--- src/rtl/nios_fprint_oci_pkg.sv ---
// Shared types and constants for the OCI debug-compressed-trace capture engine.
// The defaults give a 30-bit packed word made of fifteen 2-bit fragments.
package nios_fprint_oci_pkg;

    typedef enum logic [1:0] {
        ST_RUN   = 2'd0,
        ST_FLUSH = 2'd1,
        ST_DONE  = 2'd2
    } cap_state_e;

    localparam int DEF_FRAG_W         = 2;
    localparam int DEF_FRAGS_PER_WORD = 15;
    localparam int DEF_FIFO_DEPTH     = 16;
    localparam int DEF_CNT_W          = 4;
    localparam int DEF_BUF_W          = DEF_FRAG_W * DEF_FRAGS_PER_WORD;

    function automatic int clog2(input int value);
        int result;
        result = 0;
        for (int i = 0; i < 31; i++) begin
            if ((1 << i) < value) begin
                result = i + 1;
            end
        end
        return result;
    endfunction

    typedef struct packed {
        logic [DEF_CNT_W-1:0] count;
        logic [DEF_BUF_W-1:0] data;
    } dct_entry_t;

endpackage

--- src/rtl/nios_fprint_oci_dct_fifo.sv ---
// Show-ahead synchronous FIFO for packed trace words; the head entry is always
// visible on rdata. A push to a full FIFO is accepted only when a pop frees a slot.
module nios_fprint_oci_dct_fifo
    import nios_fprint_oci_pkg::*;
#(
    parameter int WIDTH = DEF_CNT_W + DEF_BUF_W,
    parameter int DEPTH = DEF_FIFO_DEPTH
) (
    input  logic                   clk,
    input  logic                   reset_n,
    input  logic                   push,
    input  logic                   pop,
    input  logic [WIDTH-1:0]       wdata,
    output logic [WIDTH-1:0]       rdata,
    output logic                   full,
    output logic                   empty,
    output logic [clog2(DEPTH):0]  level
);

    localparam int PTR_W = clog2(DEPTH);

    logic [WIDTH-1:0] mem_q [DEPTH];
    logic [PTR_W-1:0] wptr_q;
    logic [PTR_W-1:0] rptr_q;
    logic [PTR_W:0]   level_q;
    logic             pop_ok;
    logic             push_ok;

    assign empty   = (level_q == '0);
    assign full    = (level_q == (PTR_W+1)'(DEPTH));
    assign pop_ok  = pop && !empty;
    assign push_ok = push && (!full || pop_ok);
    assign level   = level_q;
    assign rdata   = mem_q[rptr_q];

    always_ff @(posedge clk) begin
        if (!reset_n) begin
            wptr_q  <= '0;
            rptr_q  <= '0;
            level_q <= '0;
        end else begin
            if (push_ok) begin
                wptr_q <= wptr_q + PTR_W'(1);
            end
            if (pop_ok) begin
                rptr_q <= rptr_q + PTR_W'(1);
            end
            if (push_ok && !pop_ok) begin
                level_q <= level_q + (PTR_W+1)'(1);
            end else if (pop_ok && !push_ok) begin
                level_q <= level_q - (PTR_W+1)'(1);
            end
        end
    end

    // Storage carries no reset; emptiness is tracked solely by level_q.
    always_ff @(posedge clk) begin
        if (push_ok) begin
            mem_q[wptr_q] <= wdata;
        end
    end

endmodule

--- src/rtl/nios_fprint_oci_dct_capture.sv ---
// Per-core DCT capture: packs trace fragments LSB-first into words, queues them
// for host readout, and runs the end-of-test flush/stop sequence.
module nios_fprint_oci_dct_capture
    import nios_fprint_oci_pkg::*;
#(
    parameter int FRAG_W         = DEF_FRAG_W,
    parameter int FRAGS_PER_WORD = DEF_FRAGS_PER_WORD,
    parameter int CNT_W          = DEF_CNT_W,
    parameter int FIFO_DEPTH     = DEF_FIFO_DEPTH,
    parameter int DROP_W         = 8
) (
    input  logic                                 clk,
    input  logic                                 reset_n,
    input  logic                                 frag_valid,
    input  logic [FRAG_W-1:0]                    frag_data,
    input  logic                                 test_ending,
    input  logic                                 test_has_ended,
    input  logic                                 rd_en,
    output logic [FRAG_W*FRAGS_PER_WORD-1:0]     dct_buffer,
    output logic [CNT_W-1:0]                     dct_count,
    output logic                                 word_valid,
    output logic [FRAG_W*FRAGS_PER_WORD-1:0]     word_data,
    output logic [CNT_W-1:0]                     word_count,
    output logic [clog2(FIFO_DEPTH):0]           fifo_level,
    output logic                                 overflow,
    output logic [DROP_W-1:0]                    drop_count,
    output logic                                 done
);

    localparam int BUF_W = FRAG_W * FRAGS_PER_WORD;
    localparam int ENT_W = CNT_W + BUF_W;

    cap_state_e        state_q, state_d;
    logic [BUF_W-1:0]  buf_q, buf_d;
    logic [CNT_W-1:0]  cnt_q, cnt_d;
    logic              overflow_q;
    logic [DROP_W-1:0] drop_q;

    logic [BUF_W-1:0]  frag_word;
    logic [CNT_W-1:0]  cnt_inc;
    logic              push;
    logic [BUF_W-1:0]  push_data;
    logic [CNT_W-1:0]  push_cnt;
    logic              pop;
    logic              drop;
    logic              fifo_full;
    logic              fifo_empty;
    logic [ENT_W-1:0]  fifo_rdata;

    // The target slot is always zero because the assembly clears after each word.
    assign frag_word = BUF_W'(frag_data) << (int'(cnt_q) * FRAG_W);
    assign cnt_inc   = cnt_q + CNT_W'(1);
    assign pop       = rd_en && !fifo_empty;
    assign drop      = push && fifo_full && !pop;

    always_ff @(posedge clk) begin
        if (!reset_n) begin
            state_q    <= ST_RUN;
            buf_q      <= '0;
            cnt_q      <= '0;
            overflow_q <= 1'b0;
            drop_q     <= '0;
        end else begin
            state_q <= state_d;
            buf_q   <= buf_d;
            cnt_q   <= cnt_d;
            if (drop) begin
                overflow_q <= 1'b1;
                if (drop_q != '1) begin
                    drop_q <= drop_q + DROP_W'(1);
                end
            end
        end
    end

    // test_has_ended wins over everything and freezes the assembly for inspection.
    always_comb begin
        state_d   = state_q;
        buf_d     = buf_q;
        cnt_d     = cnt_q;
        push      = 1'b0;
        push_data = buf_q;
        push_cnt  = cnt_q;
        case (state_q)
            ST_RUN: begin
                if (test_has_ended) begin
                    state_d = ST_DONE;
                end else begin
                    if (frag_valid) begin
                        if (cnt_inc == CNT_W'(FRAGS_PER_WORD)) begin
                            push      = 1'b1;
                            push_data = buf_q | frag_word;
                            push_cnt  = cnt_inc;
                            buf_d     = '0;
                            cnt_d     = '0;
                        end else begin
                            buf_d = buf_q | frag_word;
                            cnt_d = cnt_inc;
                        end
                    end
                    if (test_ending) begin
                        state_d = ST_FLUSH;
                    end
                end
            end
            ST_FLUSH: begin
                if (test_has_ended) begin
                    state_d = ST_DONE;
                end else begin
                    push    = (cnt_q != '0);
                    buf_d   = '0;
                    cnt_d   = '0;
                    state_d = ST_DONE;
                end
            end
            default: begin
                state_d = ST_DONE;
            end
        endcase
    end

    nios_fprint_oci_dct_fifo #(
        .WIDTH (ENT_W),
        .DEPTH (FIFO_DEPTH)
    ) u_fifo (
        .clk     (clk),
        .reset_n (reset_n),
        .push    (push),
        .pop     (pop),
        .wdata   ({push_cnt, push_data}),
        .rdata   (fifo_rdata),
        .full    (fifo_full),
        .empty   (fifo_empty),
        .level   (fifo_level)
    );

    assign dct_buffer = buf_q;
    assign dct_count  = cnt_q;
    assign word_valid = !fifo_empty;
    assign word_data  = word_valid ? fifo_rdata[BUF_W-1:0] : '0;
    assign word_count = word_valid ? fifo_rdata[ENT_W-1:BUF_W] : '0;
    assign overflow   = overflow_q;
    assign drop_count = drop_q;
    assign done       = (state_q == ST_DONE);

endmodule

--- config.mk ---
export PLATFORM = sky130hd
export DESIGN_NAME = nios_fprint_oci_dct_capture
export DESIGN_NICKNAME = d
export VERILOG_FILES = /design/src/rtl/nios_fprint_oci_pkg.sv /design/src/rtl/nios_fprint_oci_dct_fifo.sv /design/src/rtl/nios_fprint_oci_dct_capture.sv
export SDC_FILE = /design/constraint.sdc
export NUM_CORES = 1
export LEC_CHECK = 0
export BUFFER_PORTS_ARGS = -buffer_cell sky130_fd_sc_hd__buf_2
export CORE_MARGIN = 8
export CORE_UTILIZATION = 50
export CTS_BUF_LIST = sky130_fd_sc_hd__clkbuf_4
export DETAILED_ROUTE_END_ITERATION = 12
export GPL_TIMING_DRIVEN = 0
export PLACE_DENSITY_LB_ADDON = 0.15
export SLEW_MARGIN = 10
export SYNTH_ARGS = -nofsm -noshare
export SYNTH_HDL_FRONTEND = slang
export SYNTH_SLANG_ARGS = --single-unit
--- constraint.sdc ---
create_clock -name clk -period 6 [get_ports clk]
set_clock_uncertainty 0.05 [all_clocks]
set_input_delay 1.2 -clock clk [delete_from_list [all_inputs] [get_ports clk]]
set_output_delay 1.2 -clock clk [all_outputs]
set_load 0.01 [all_outputs]
# == Word level (Yosys, flattened, before mapping) ==
# Memories as Yosys holds them, arrays and structs flattened. A register that Yosys moved wholly into a read port is not among the register bits.
# Cells that the tools add are included.
# word_totals
reg_bits,58
mem_bits_rw,544
input_bits,8
output_inout_bits,84
mem_count,1
# memory_table
memory,depth,width,rd,rd_clocked_by_memory_dff,wr,line_no,source
u_fifo.mem_q,16,34,1,1,1,nios_fprint_oci_dct_fifo.sv:22,logic [WIDTH-1:0] mem_q [DEPTH];
# op_classes
addsub,6
eq_ne,9
shifts,1
muxes,34
n_bitwise,3
reduce_logical,21
# ops
op,n
30-bit 2-to-1 mux,9
30-bit case mux with 2 select lines,1
4-bit 2-to-1 mux,11
30-bit bitwise OR,1
2-bit by 5-bit left shift with 30-bit output,1
"4-bit by 1-bit adder with 4-bit output, second input constant",3
5-bit 2-to-1 mux,2
"8-bit by 1-bit adder with 8-bit output, second input constant",1
"8-bit != test, second input constant",1
4-bit case mux with 2 select lines,1
1-bit logical AND,7
1-bit 2-to-1 mux,6
2-bit 2-to-1 mux,3
"2-bit != test, second input constant",3
"5-bit by 1-bit adder with 5-bit output, second input constant",1
"5-bit equality test, second input constant",1
1-bit logical NOT,5
5-bit logical NOT,1
"5-bit by 1-bit subtractor with 5-bit output, second input constant",1
"4-bit equality test, second input constant",1
4-bit AND reduction,1
2-bit nonzero test,2
4-bit nonzero test,1
"3-bit != test, second input constant",1
other kinds (8),9

# == Longest topological paths before layout ==
# logic_depth
ltp_word,11
depth_mapped,16

# == Cells and area by module ==
# A second synthesis with hierarchy kept.
# unflattened
cells_unflattened,1280
hier_area_um2,23740.3
# by_module_without_submodules
mod,n_inst,cells_each,area_each_um2,seq_area_each_um2
nios_fprint_oci_dct_fifo,1,943,21241.6,16676.0
nios_fprint_oci_dct_capture,1,337,2498.6,900.9

# == Least setup slack after synthesis ==
# OpenSTA, ideal clock, no wires.
# synth_timing
kind,input to register
from,input port test_has_ended
to,memory u_fifo.mem_q[12][0] (netlist name) (enable)
arrival_time_ns,4.635
path_slack_ns,0.847
stages,7
path_buffers,1
cell_sequence,nor3_1 > nand3_1 > a21oi_1 > and2_1 > buf_2 > nand2_1 > nor3_1
# synth_via
elab_chain_cells,5
word_cells_on_any_way,6
classes_between,mux: 5; reduce/logical: 1
# synth_lines
element,line_no,source
start: declaration,nios_fprint_oci_dct_capture.sv:17,"input logic test_has_ended,"
"1-bit 2-to-1 mux, on equally long branches","nios_fprint_oci_dct_capture.sv:107, nios_fprint_oci_dct_capture.sv:86",
1-bit case mux with 2 select lines (*),nios_fprint_oci_dct_capture.sv:84,case (state_q)
1-bit logical AND (*),nios_fprint_oci_dct_fifo.sv:32,assign push_ok = push && (!full || pop_ok);
named net u_fifo.push_ok,nios_fprint_oci_dct_fifo.sv:27,logic push_ok;
1-bit 2-to-1 mux (*),nios_fprint_oci_dct_fifo.sv:58,if (push_ok) begin
1-bit 2-to-1 mux (implied by the code) (*),nios_fprint_oci_dct_fifo.sv:59,mem_q[wptr_q] <= wdata;
end: declaration,nios_fprint_oci_dct_fifo.sv:22,
# The timed path passes the listed nets; every way through them passes the cells marked *.

==> out/metrics.yaml <==
die:
  die_area_um2: 54300
  dieWidth_um: 233
  rows: 79
  start_util: 0.506
  fp.coreArea_um2: 46600
  die_h_um: 233
  ioPinCount: 92
drt:
  ant_nets: 0
  routed_wl_mm: 57.7
  drc: 0
  via_count: 12659
  drt_iter0_markers: 1533
  via_per_inst: 5.79
  wl_per_cell_um: 26.4
  drt_first_pass_iters: 5
place:
  port_buffers: 91
  gp_congestion: 0.803
  dp.cells: 1907
  dp_hpwl_mm: 36.8
clock_network:
  postCtsSetupRepairBufs: 0
  cts_tree: "done"
  clock_latency_ns: 0.95
  cts_resized: 0
  clock_path_buffers: 3
  cts_buffers: 156
  hold_buffers: 0
  cts_sinks: 606
  cts.clk_slew.worst_paths_ns: 0.06
  htreeDepth: 4
  root_buffer: "clkbuf_4"
pwr:
  ir_worst_vdd_mv: 0.284
  power_leakage_nw: 8.79
  powerDensity_nw_per_um2: 348
  power_mw: 9.52
yosys:
  synth.top_cell.area_share: 0.694
  netlist_instances: 1161
  synth_area_leaders: "edfxtp_1 (69%), mux4_2 (16%), dfxtp_1 (5.3%)"
  syn_nets: 1185
  synth.distinct_cells: 46
  synth_flop_cell: "edfxtp_1"
  synth-seq-area-share: 0.747
  yosys-top-cells-count: "edfxtp_1 (544), mux4_2 (170), dfxtp_1 (62)"
  synth_edf_count: 544
  syn_area_um2: 23500
  async_reset_ff_frac: 0
  synth-warning-count: 0
  synth_area_leader_cell: "edfxtp_1"
  synth_seq_cells: 606
  synth_most_common_cell: "edfxtp_1"
  avgSynthCellArea_um2: 20.3
setup_path:
  cp_num_buf_inv: 4
  critical_path.max_stage_delay_ns: 0.72
  crit_path_end_kind: "output port"
  path_cells: "clkbuf_1 > clkbuf_1 > clkbuf_1 > mux4_2 > mux4_2 > and2_1 > buf_2"
  cp-start-kind: "flip-flop"
  crit_top_cell: "clkbuf_1"
  critPathRequiredTime_ns: 4.75
  arrival_ns: 4.42
  cp_max_fo: 10
  critPathTopFamily: "buffers and inverters"
  cp_slowest_cell: "clkbuf_1"
  critical_path_class: "flip-flop to output port"
sta:
  hold_viol_final: 0
  timing.final.max_slew_violations: 0
  fmax_mhz: 176
  setup_viol: 0
  relSlewSlack: 0.133
  rsz0062_at_grt: "false"
  period_share: 0.946
  finalCriticalPeriod_ns: 5.67
  finalSetupTns_ns: 0
  max_slew.worst_pin.slew_ns: 1.29
global_route:
  grt_use_met2: 0.347
  grt_usage: 0.218
  grt.busiest_layer: "met2"
  grt_pass1_wl_mm: 84.1
  grt_util_met1: 0.288
  gr-usage-met3: 0.0589
  grt_max_degree: 35
  grt_pass1_vias: 13145
  antenna_found_initial: 2
  overflow: 0
cells_and_area:
  nets: 1482
  syn2layout_area_growth_pct: 16.2
  drive_gt1_frac: 0.375
  final_util: 0.587
  final_cells: 2188
worst_hold_path:
  hp-class: "flip-flop to flip-flop"
run:
  maxCapViolations: 0
outcome:
  status: "complete, no violations"
registers in the layout (all words and copies together), names as in the netlist, named ones only:
register / cells
u_fifo.rptr_q: 4
dct_count: 4
overflow: 1
dct_buffer: 30
u_fifo.wptr_q: 4
u_fifo.mem_q: 544
drop_count: 8
u_fifo.level: 5
state_q: 2
metal layers:
layer,wire length (µm),part of all wire
met5,0,0
met4,1180,0.020
met3,4750,0.082
met2,28400,0.49
met1,23400,0.41
final cells by class:
class                           instances  area (µm²)
Clock buffer                          237        1780
Timing Repair Buffer                  139         960
Tap cell                              607         759
Clock inverter                         43         223
Antenna cell                            1        2.50
Buffer                                 74         305
Multi-Input combinational cell        462        5670
Sequential cell                       606       17600
Inverter                               19        71.3
Fill cell                            3516       19200
cells in the final DEF (no fill, tap or decap), types with 20 or more instances in the layout:
cell,instances
clkinv_1,33
and2_1,37
buf_4,27
dfxtp_1,62
edfxtp_1,544
nand2_1,20
a21oi_1,48
mux4_2,170
clkbuf_1,58
buf_2,99
clkbuf_4,237
nor2_1,53
worst min-delay path: cells and delay by family, from the launching register on:
| family | cells | cell delay (ns) |
|---|---|---|
| simple gates | 2 | 0.12 |
| flops | 1 | 0.33 |
kinds of logic after synthesis:
logic type / Yosys count / synth area share
buf+inv: 93 / 0.0159
compound gates: 86 / 0.0217
flops: 606 / 0.747
fa+ha+maj: 16 / 0.00882
xor+xnor: 9 / 0.00335
simple gates: 175 / 0.0383
mux: 176 / 0.165
per-stage QoR:
| step | setup slack (ns) | hold slack (ns) | cell area, µm² |
|---|---|---|---|
| floorplan | 0.847 | 0.409 | 23500 |
| global placement | -2.97 | 0.412 | 24800 |
| detailed placement | 1.32 | 0.412 | 25300 |
| CTS | 0.264 | 0.344 | 27300 |
| global route | 0.170 | 0.394 | 27300 |
| finish | 0.326 | 0.431 | 27300 |
power breakdown:
part           switching [mW]  leakage (nW)  total [mW]  internal (mW)
combinational           0.853          2.46        1.42          0.568
clock                    1.63          1.20        3.52           1.88
sequential             0.0238          5.13        4.58           4.56
path summary, 6_finish.rpt:
kind	start	to	slack [ns]	cells past startpoint
worst max-delay path	flip-flop	word_count[2]	0.33	7
worst min-delay path	overflow	overflow	0.43	2
worst max register to register	dct_count[0]	u_fifo.mem_q[15][19]	2.26	11
worst min register to register	overflow	overflow	0.43	2
(Power assumes the default switching activity.)
